$ cat config.mk
export PLATFORM = sky130hd
export DESIGN_NAME = synaptic_update_engine
export DESIGN_NICKNAME = d
export VERILOG_FILES = /design/src/rtl/synaptic_update_engine.sv
export SDC_FILE = /design/constraint.sdc
export NUM_CORES = 1
export LEC_CHECK = 0
export ABC_AREA = 1
export CORE_UTILIZATION = 43
export CTS_BUF_LIST = sky130_fd_sc_hd__clkbuf_4
export DETAILED_ROUTE_END_ITERATION = 7
export PLACE_DENSITY = 0.79
export SYNTH_ARGS = -nofsm -noshare
export SYNTH_HDL_FRONTEND = slang
export SYNTH_SLANG_ARGS = --single-unit
export TNS_END_PERCENT = 5
$ cat constraint.sdc
create_clock -name clk -period 1.9 [get_ports clk]
set_input_delay 0.57 -clock clk [delete_from_list [all_inputs] [get_ports clk]]
set_output_delay 0.57 -clock clk [all_outputs]
set_load 0.01 [all_outputs]
$ cat src/rtl/synaptic_update_engine.sv
// Synaptic update engine: per fired source tag, sweeps every destination and adds the weight to i_next.
// Build option: define SYNAPSE_SATURATE_EN to clamp sums on overflow and flag ovf; otherwise sums wrap.
module synaptic_update_engine #(
  parameter int unsigned NUMNEURONS = 2,
  parameter int unsigned NUMWIDTH   = 16,
  parameter int unsigned TAGBITS    = 1
) (
  input  logic                clk,
  input  logic                asyn_reset_n,
  input  logic                fifo_empty,
  input  logic [TAGBITS-1:0]  src_tag_in,
  input  logic                halt,
  output logic                req_deq,
  output logic                rd_en,
  output logic [TAGBITS-1:0]  rd_src_tag,
  output logic [TAGBITS-1:0]  rd_dst_tag,
  input  logic [NUMWIDTH:0]   weight_in,
  input  logic [NUMWIDTH:0]   i_next_in,
  output logic                wr_en,
  output logic [TAGBITS-1:0]  wr_dst_tag,
  output logic [NUMWIDTH:0]   i_next_out,
  output logic                ovf,
  output logic                busy,
  output logic                done
);

  localparam int unsigned DW = NUMWIDTH + 1;
  localparam int unsigned SW = NUMWIDTH + 2;
  localparam logic [TAGBITS-1:0] LAST_DST = TAGBITS'(NUMNEURONS - 1);

  typedef enum logic [2:0] {
    IDLE  = 3'd0,
    DEQ   = 3'd1,
    READ  = 3'd2,
    ACCUM = 3'd3,
    WRITE = 3'd4
  } state_t;

  state_t               r_state;
  logic [TAGBITS-1:0]   r_src;
  logic [TAGBITS-1:0]   r_dst;

  state_t               w_state_nxt;
  logic [TAGBITS-1:0]   w_src_nxt;
  logic [TAGBITS-1:0]   w_dst_nxt;
  logic                 w_req_deq_nxt;
  logic                 w_rd_en_nxt;
  logic [TAGBITS-1:0]   w_rd_src_nxt;
  logic [TAGBITS-1:0]   w_rd_dst_nxt;
  logic                 w_wr_en_nxt;
  logic [TAGBITS-1:0]   w_wr_dst_nxt;
  logic [DW-1:0]        w_result_nxt;
  logic                 w_ovf_nxt;
  logic                 w_done_nxt;
  logic                 w_busy_nxt;

  logic [SW-1:0]        w_sum;
  logic [DW-1:0]        w_sat;
  logic                 w_sat_ovf;

  // Sign-extended add; the two top bits disagree exactly when the sum leaves the DW-bit range.
  always_comb begin
    w_sum     = {i_next_in[NUMWIDTH], i_next_in} + {weight_in[NUMWIDTH], weight_in};
    w_sat     = w_sum[DW-1:0];
    w_sat_ovf = 1'b0;
`ifdef SYNAPSE_SATURATE_EN
    w_sat_ovf = w_sum[SW-1] ^ w_sum[SW-2];
    if (w_sat_ovf) begin
      w_sat = w_sum[SW-1] ? {1'b1, {NUMWIDTH{1'b0}}} : {1'b0, {NUMWIDTH{1'b1}}};
    end
`endif
  end

  // Next state and next value of every registered output.
  always_comb begin
    w_state_nxt   = r_state;
    w_src_nxt     = r_src;
    w_dst_nxt     = r_dst;
    w_req_deq_nxt = 1'b0;
    w_rd_en_nxt   = 1'b0;
    w_rd_src_nxt  = rd_src_tag;
    w_rd_dst_nxt  = rd_dst_tag;
    w_wr_en_nxt   = 1'b0;
    w_wr_dst_nxt  = wr_dst_tag;
    w_result_nxt  = i_next_out;
    w_ovf_nxt     = 1'b0;
    w_done_nxt    = 1'b0;

    case (r_state)
      IDLE: begin
        if (!fifo_empty && !halt) begin
          w_state_nxt   = DEQ;
          w_req_deq_nxt = 1'b1;
        end
      end
      DEQ: begin
        w_src_nxt    = src_tag_in;
        w_dst_nxt    = '0;
        w_state_nxt  = READ;
        w_rd_en_nxt  = 1'b1;
        w_rd_src_nxt = src_tag_in;
        w_rd_dst_nxt = '0;
      end
      READ: begin
        w_state_nxt = ACCUM;
      end
      ACCUM: begin
        w_state_nxt  = WRITE;
        w_wr_en_nxt  = 1'b1;
        w_wr_dst_nxt = r_dst;
        w_result_nxt = w_sat;
        w_ovf_nxt    = w_sat_ovf;
        w_done_nxt   = (r_dst == LAST_DST);
      end
      WRITE: begin
        if (r_dst == LAST_DST) begin
          w_state_nxt = IDLE;
        end else begin
          w_dst_nxt    = r_dst + TAGBITS'(1);
          w_state_nxt  = READ;
          w_rd_en_nxt  = 1'b1;
          w_rd_src_nxt = r_src;
          w_rd_dst_nxt = r_dst + TAGBITS'(1);
        end
      end
      default: begin
        w_state_nxt = IDLE;
      end
    endcase

    w_busy_nxt = (w_state_nxt != IDLE);
  end

  // State and output registers; reset abandons any job in flight.
  always_ff @(posedge clk or negedge asyn_reset_n) begin
    if (!asyn_reset_n) begin
      r_state    <= IDLE;
      r_src      <= '0;
      r_dst      <= '0;
      req_deq    <= 1'b0;
      rd_en      <= 1'b0;
      rd_src_tag <= '0;
      rd_dst_tag <= '0;
      wr_en      <= 1'b0;
      wr_dst_tag <= '0;
      i_next_out <= '0;
      ovf        <= 1'b0;
      busy       <= 1'b0;
      done       <= 1'b0;
    end else begin
      r_state    <= w_state_nxt;
      r_src      <= w_src_nxt;
      r_dst      <= w_dst_nxt;
      req_deq    <= w_req_deq_nxt;
      rd_en      <= w_rd_en_nxt;
      rd_src_tag <= w_rd_src_nxt;
      rd_dst_tag <= w_rd_dst_nxt;
      wr_en      <= w_wr_en_nxt;
      wr_dst_tag <= w_wr_dst_nxt;
      i_next_out <= w_result_nxt;
      ovf        <= w_ovf_nxt;
      busy       <= w_busy_nxt;
      done       <= w_done_nxt;
    end
  end

endmodule
Word level (Yosys, flattened, before mapping)
Index checks and enable logic that the tools add are counted.
- $add $sub $neg: 2
- eq/ne operators: 5
- multiplexer cells: 15
- reductions and logical operators: 7
- operators with widths (cell ; count):
    $add 17x17->17 ; 1
    $pmux 3 s5 ; 1
    $mux 1 ; 8
    $pmux 1 s2 ; 4
    $eq 3x2->1 const B ; 2
    $eq 3x1->1 const B ; 1
    $eq 3x3->1 const B ; 1
    $logic_not 3->1 ; 1
    $mux 3 ; 1
    $reduce_bool 3->1 ; 1
    $logic_not 1->1 ; 2
    $mux 2 ; 1
    $ne 2x2->1 const B ; 1
    $reduce_and 2->1 ; 1
    $reduce_bool 2->1 ; 1
    $add 1x1->1 const B ; 1
    $logic_and 1x1->1 ; 1
- bits in registers: 30
- input port bits: 39
- word-level logic and storage cells: 41

Depth between registers and ports, before layout
- depth after elaboration: 5
- mapped depth: 11
- mapped depth without buffers: 11

Worst setup path after synthesis
Ideal clock, no wire load.
- path type: input -> register
- start point: input port weight_in[0]
- end point: register i_next_out[6]
- library setup time: 0.117 ns
- arrival: 1.813 ns
- setup slack: -0.030 ns
- cell stages on the path: 9
- path buffers: 0
- cells stage by stage: ha_1 -> fa_1 -> nand2_1 -> nand2_1 -> nand3_1 -> nand2_1 -> or2_2 -> nand3_1 -> nand2_1
- word-level cells in the longest chain between the ends: 1
- RTL lines (element ; line ; text):
    from (decl) ; 17 ; input logic [NUMWIDTH:0] weight_in,
    $add 17x17->17 ; 63 ; w_sum = {i_next_in[NUMWIDTH], i_next_in} + {weight_in[NUMWIDTH], weight_in};
    to (signal assigned) ; 160 ; i_next_out <= w_result_nxt;
    to (decl) ; 21 ; output logic [NUMWIDTH:0] i_next_out,
Every way passes these cells.
A chain may end at the register's enable or synchronous reset.

Final worst setup path
- start point: input port weight_in[10]
- end point: register i_next_out[15]
Same word-level chain as after synthesis.

==> impl_metrics.toml <==
[status]
status = "complete, but fails checks"
violations = "setup timing"

[grt]
grt_pass1_vias = 1939
grt_pass1_wl_mm = 7.90
grt_max_degree = 31
track_usage_pct = 19.2
antenna_found_initial = 0
grt_overflow = 0

[clock_network]
clock_path_buffers = 2
cts_tree = "done"
numClockSinks = 30
cts-buffers-inserted = 5
cts.htree.levels = 2
clk_latency_ns = 0.33
cts_hold_buf = 0
clkTransAtPathRegs_ns = 0.10
cts-root-buf = "clkbuf_4"

[worst_setup_path]
path_max_fanout = 3
cpPeakStageDelay_ns = 0.44
worstPathArrival_ns = 2.16
worstPathRequired_ns = 2.12
reg2reg_slack_ns = 0.63
worstSetupPathType = "in -> reg"
crit_slowest_cell = "clkdlybuf4s50_1"
crit_buf_inv = 3
end_kind = "flop"
critPathTopFamily = "simple AND/OR/NAND/NOR gates"
path_cells = "clkdlybuf4s50_1 -> ha_4 -> buf_4 -> nand2_1 -> inv_1 -> nand2_1 -> nor3_2 -> nand2_1 -> nand2_1 -> nand2_1 -> nand3_1 -> nand2_1"
crit_path_start_kind = "primary input"
cpMostUsedCell = "nand2_1"

[pwr]
seqPwrFrac_pct = 31.9
switchingPower_uw = 1250
ir_worst_vdd_v = 0.000829
clkPwrFrac_pct = 18.2
pwr_density_cell_nw_per_um2 = 1050
combinationalPowerShare_pct = 49.9
switching_share_pct = 36.2
internal_power_uw = 2210
leakagePower_uw = 0.00174

[cells_and_area]
instances_no_fill = 465
fin_util_pct = 69.5
nNetsFinal = 453
fillers = 401
drive_gt1_share_pct = 20.6
syn2layout_area_growth_pct = 55.3
n_antenna_cell = 0

[routing]
wirelength_mm = 5.25
drt-pass1-iter-count = 4
vias = 2171
detailedRoute.firstIterationViolations = 86
ant_nets = 0
drc = 0
vias_per_cell = 4.67
wl_per_cell_um = 11.3

[synthesis]
synth.distinct_cells = 27
netlist_top_cells_count = "nand2_1, inv_1, dfrtp_1, nand3_1, ha_1"
yosysTopAreaCell = "dfrtp_1"
synth_nets = 366
synth_edf_count = 0
syn_area_per_cell_um2 = 6.87
synthMostInstantiatedCell = "nand2_1"
syn_inst = 310
synthTopCellsByArea = "dfrtp_1, nand2_1, ha_1"
ys_seq_area_share_pct = 35.3
ys_ff_latch = 30
syn_area_um2 = 2130
yosysWarnings = 0
async_flop_share_pct = 100
synth_ff_type = "dfrtp_1"
yosysTopAreaCellShare_pct = 35.3

[floorplanning]
fp.dieArea_um2 = 5230
die_h_um = 72.4
coreArea_um2 = 4750
rows = 25
io_pins = 65
start_util_pct = 44.8
die_x_um = 72.4

[sta]
fin_ws_ns = -0.0415
slew_viol_final = 0
min_period_over_period_pct = 102
finalCriticalPeriod_ns = 1.94
fmax_ghz = 0.515
skew_ns = 0.00717
setup_viol = 1
rsz0062_at_grt = "yes"
hold_violations = 0

[placement]
io_buffers = 63
place_congestion = 0.839
dp_cells = 453
hpwl_mm = 3.80

[hold_path]
holdCritPathClass = "reg -> reg"

[flow_run]
cap_violations = 0
layout by cell type (no fill, tap or decap), types with 2 or more instances in the layout:
cell type	instances
a21oi_1	6
nand3_1	15
clkbuf_4	5
ha_1	5
nand2_2	15
nor3_1	4
dlymetal6s2s_1	8
nand2_1	116
ha_4	9
o21ai_2	2
nor3_2	2
or2_1	2
inv_1	46
nor2_1	13
or2_4	2
buf_4	21
nor3_4	2
clkdlybuf4s50_1	53
ha_2	2
bufinv_16	2
xnor2_1	3
and2_1	2
o21ai_1	4
inv_2	4
dfrtp_1	30
nand3_2	6
a21oi_2	5
nand3b_1	3
dlygate4sd2_1	2
worst register-to-register path, delay by kind of cell, from the launching register on:
family	cells	cell delay [ns]
flops	1	0.47
buf+inv	1	0.27
simple gates	3	0.48
power by group through the flow:
stage                     Sequential [uW]  Combinational, uW  Clock [uW]
after detailed placement             1110               1630           0
after CTS                            1110               1660         639
after global routing                 1140               1900         661
final                                1100               1730         629
after global placement               1120               1590           0
after floorplan                      1210                765           0
final timing paths:
check                         startpoint             end  depth (start not counted)
min in group asynchronous   asyn_reset_n            done                          2
max reg2reg                   r_state[2]   i_next_out[9]                          4
min reg2reg                i_next_out[0]   i_next_out[0]                          2
max in group asynchronous   asyn_reset_n  i_next_out[15]                          2
max                        weight_in[10]  i_next_out[15]                         12
min                        i_next_out[0]   i_next_out[0]                          2
state kept, by name, indices dropped and copies added (netlist names):
register,flops
req_deq,1
rd_en,1
rd_src_tag,1
wr_dst_tag,1
done,1
r_src,1
busy,1
i_next_out,17
wr_en,1
rd_dst_tag,1
r_dst,1
r_state,3
repair_timing:
item                                    CTS  global route
endpoints found under the setup margin    6            11
buffers inserted                          1             3
resized for setup                        15            38
pin swaps                                 6            12
layout make-up:
class	instances	area, um^2	area share [%]
Clock buffer	5	37.5	1.14
Clock inverter	3	63.8	1.93
Inverter	51	194	5.87
Multi-Input combinational cell	225	1370	41.4
Sequential cell	30	751	22.7
Tap cell	67	83.8	2.54
Timing Repair Buffer	84	806	24.4
per-stage QoR:
| step | power (uW) | setup TNS, ns | setup slack, ns | hold slack [ns] | area, um^2 |
|---|---|---|---|---|---|
| after floorplan | 1980 | 0 | 0.0212 | 0.274 | 2130 |
| after global placement | 2710 | -4.50 | -0.451 | 0.455 | 2930 |
| after detailed placement | 2750 | -5.23 | -0.526 | 0.458 | 2930 |
| after CTS | 3400 | 0 | 0.000753 | 0.482 | 3080 |
| after global routing | 3710 | -0.182 | -0.0688 | 0.510 | 3310 |
| final | 3460 | -0.0415 | -0.0415 | 0.479 | 3310 |
logic make-up after synthesis:
family / count (synthesis) / share of synthesized area, %
buffers and inverters: 55 / 11.1
flip-flops: 30 / 35.3
AO/OA/AOI/OAI: 19 / 5.00
adder cells (fa/ha/maj): 17 / 10.3
other: 1 / 0.176
AND/OR/NAND/NOR: 185 / 36.9
XOR/XNOR: 3 / 1.23
routing by layer:
metal / up-vias / wire length (um) / part of all wire (%) / global-route usage, %
met5: - / 0 / 0 / 0
met1: 984 / 2250 / 43 / 22.4
li1: 1123 / - / - / -
met3: 9 / 244 / 4.6 / 4.44
met2: 55 / 2690 / 51 / 35.3
met4: 0 / 59 / 1.1 / 4.58
No activity file was read; power rests on OpenSTA's default activity.
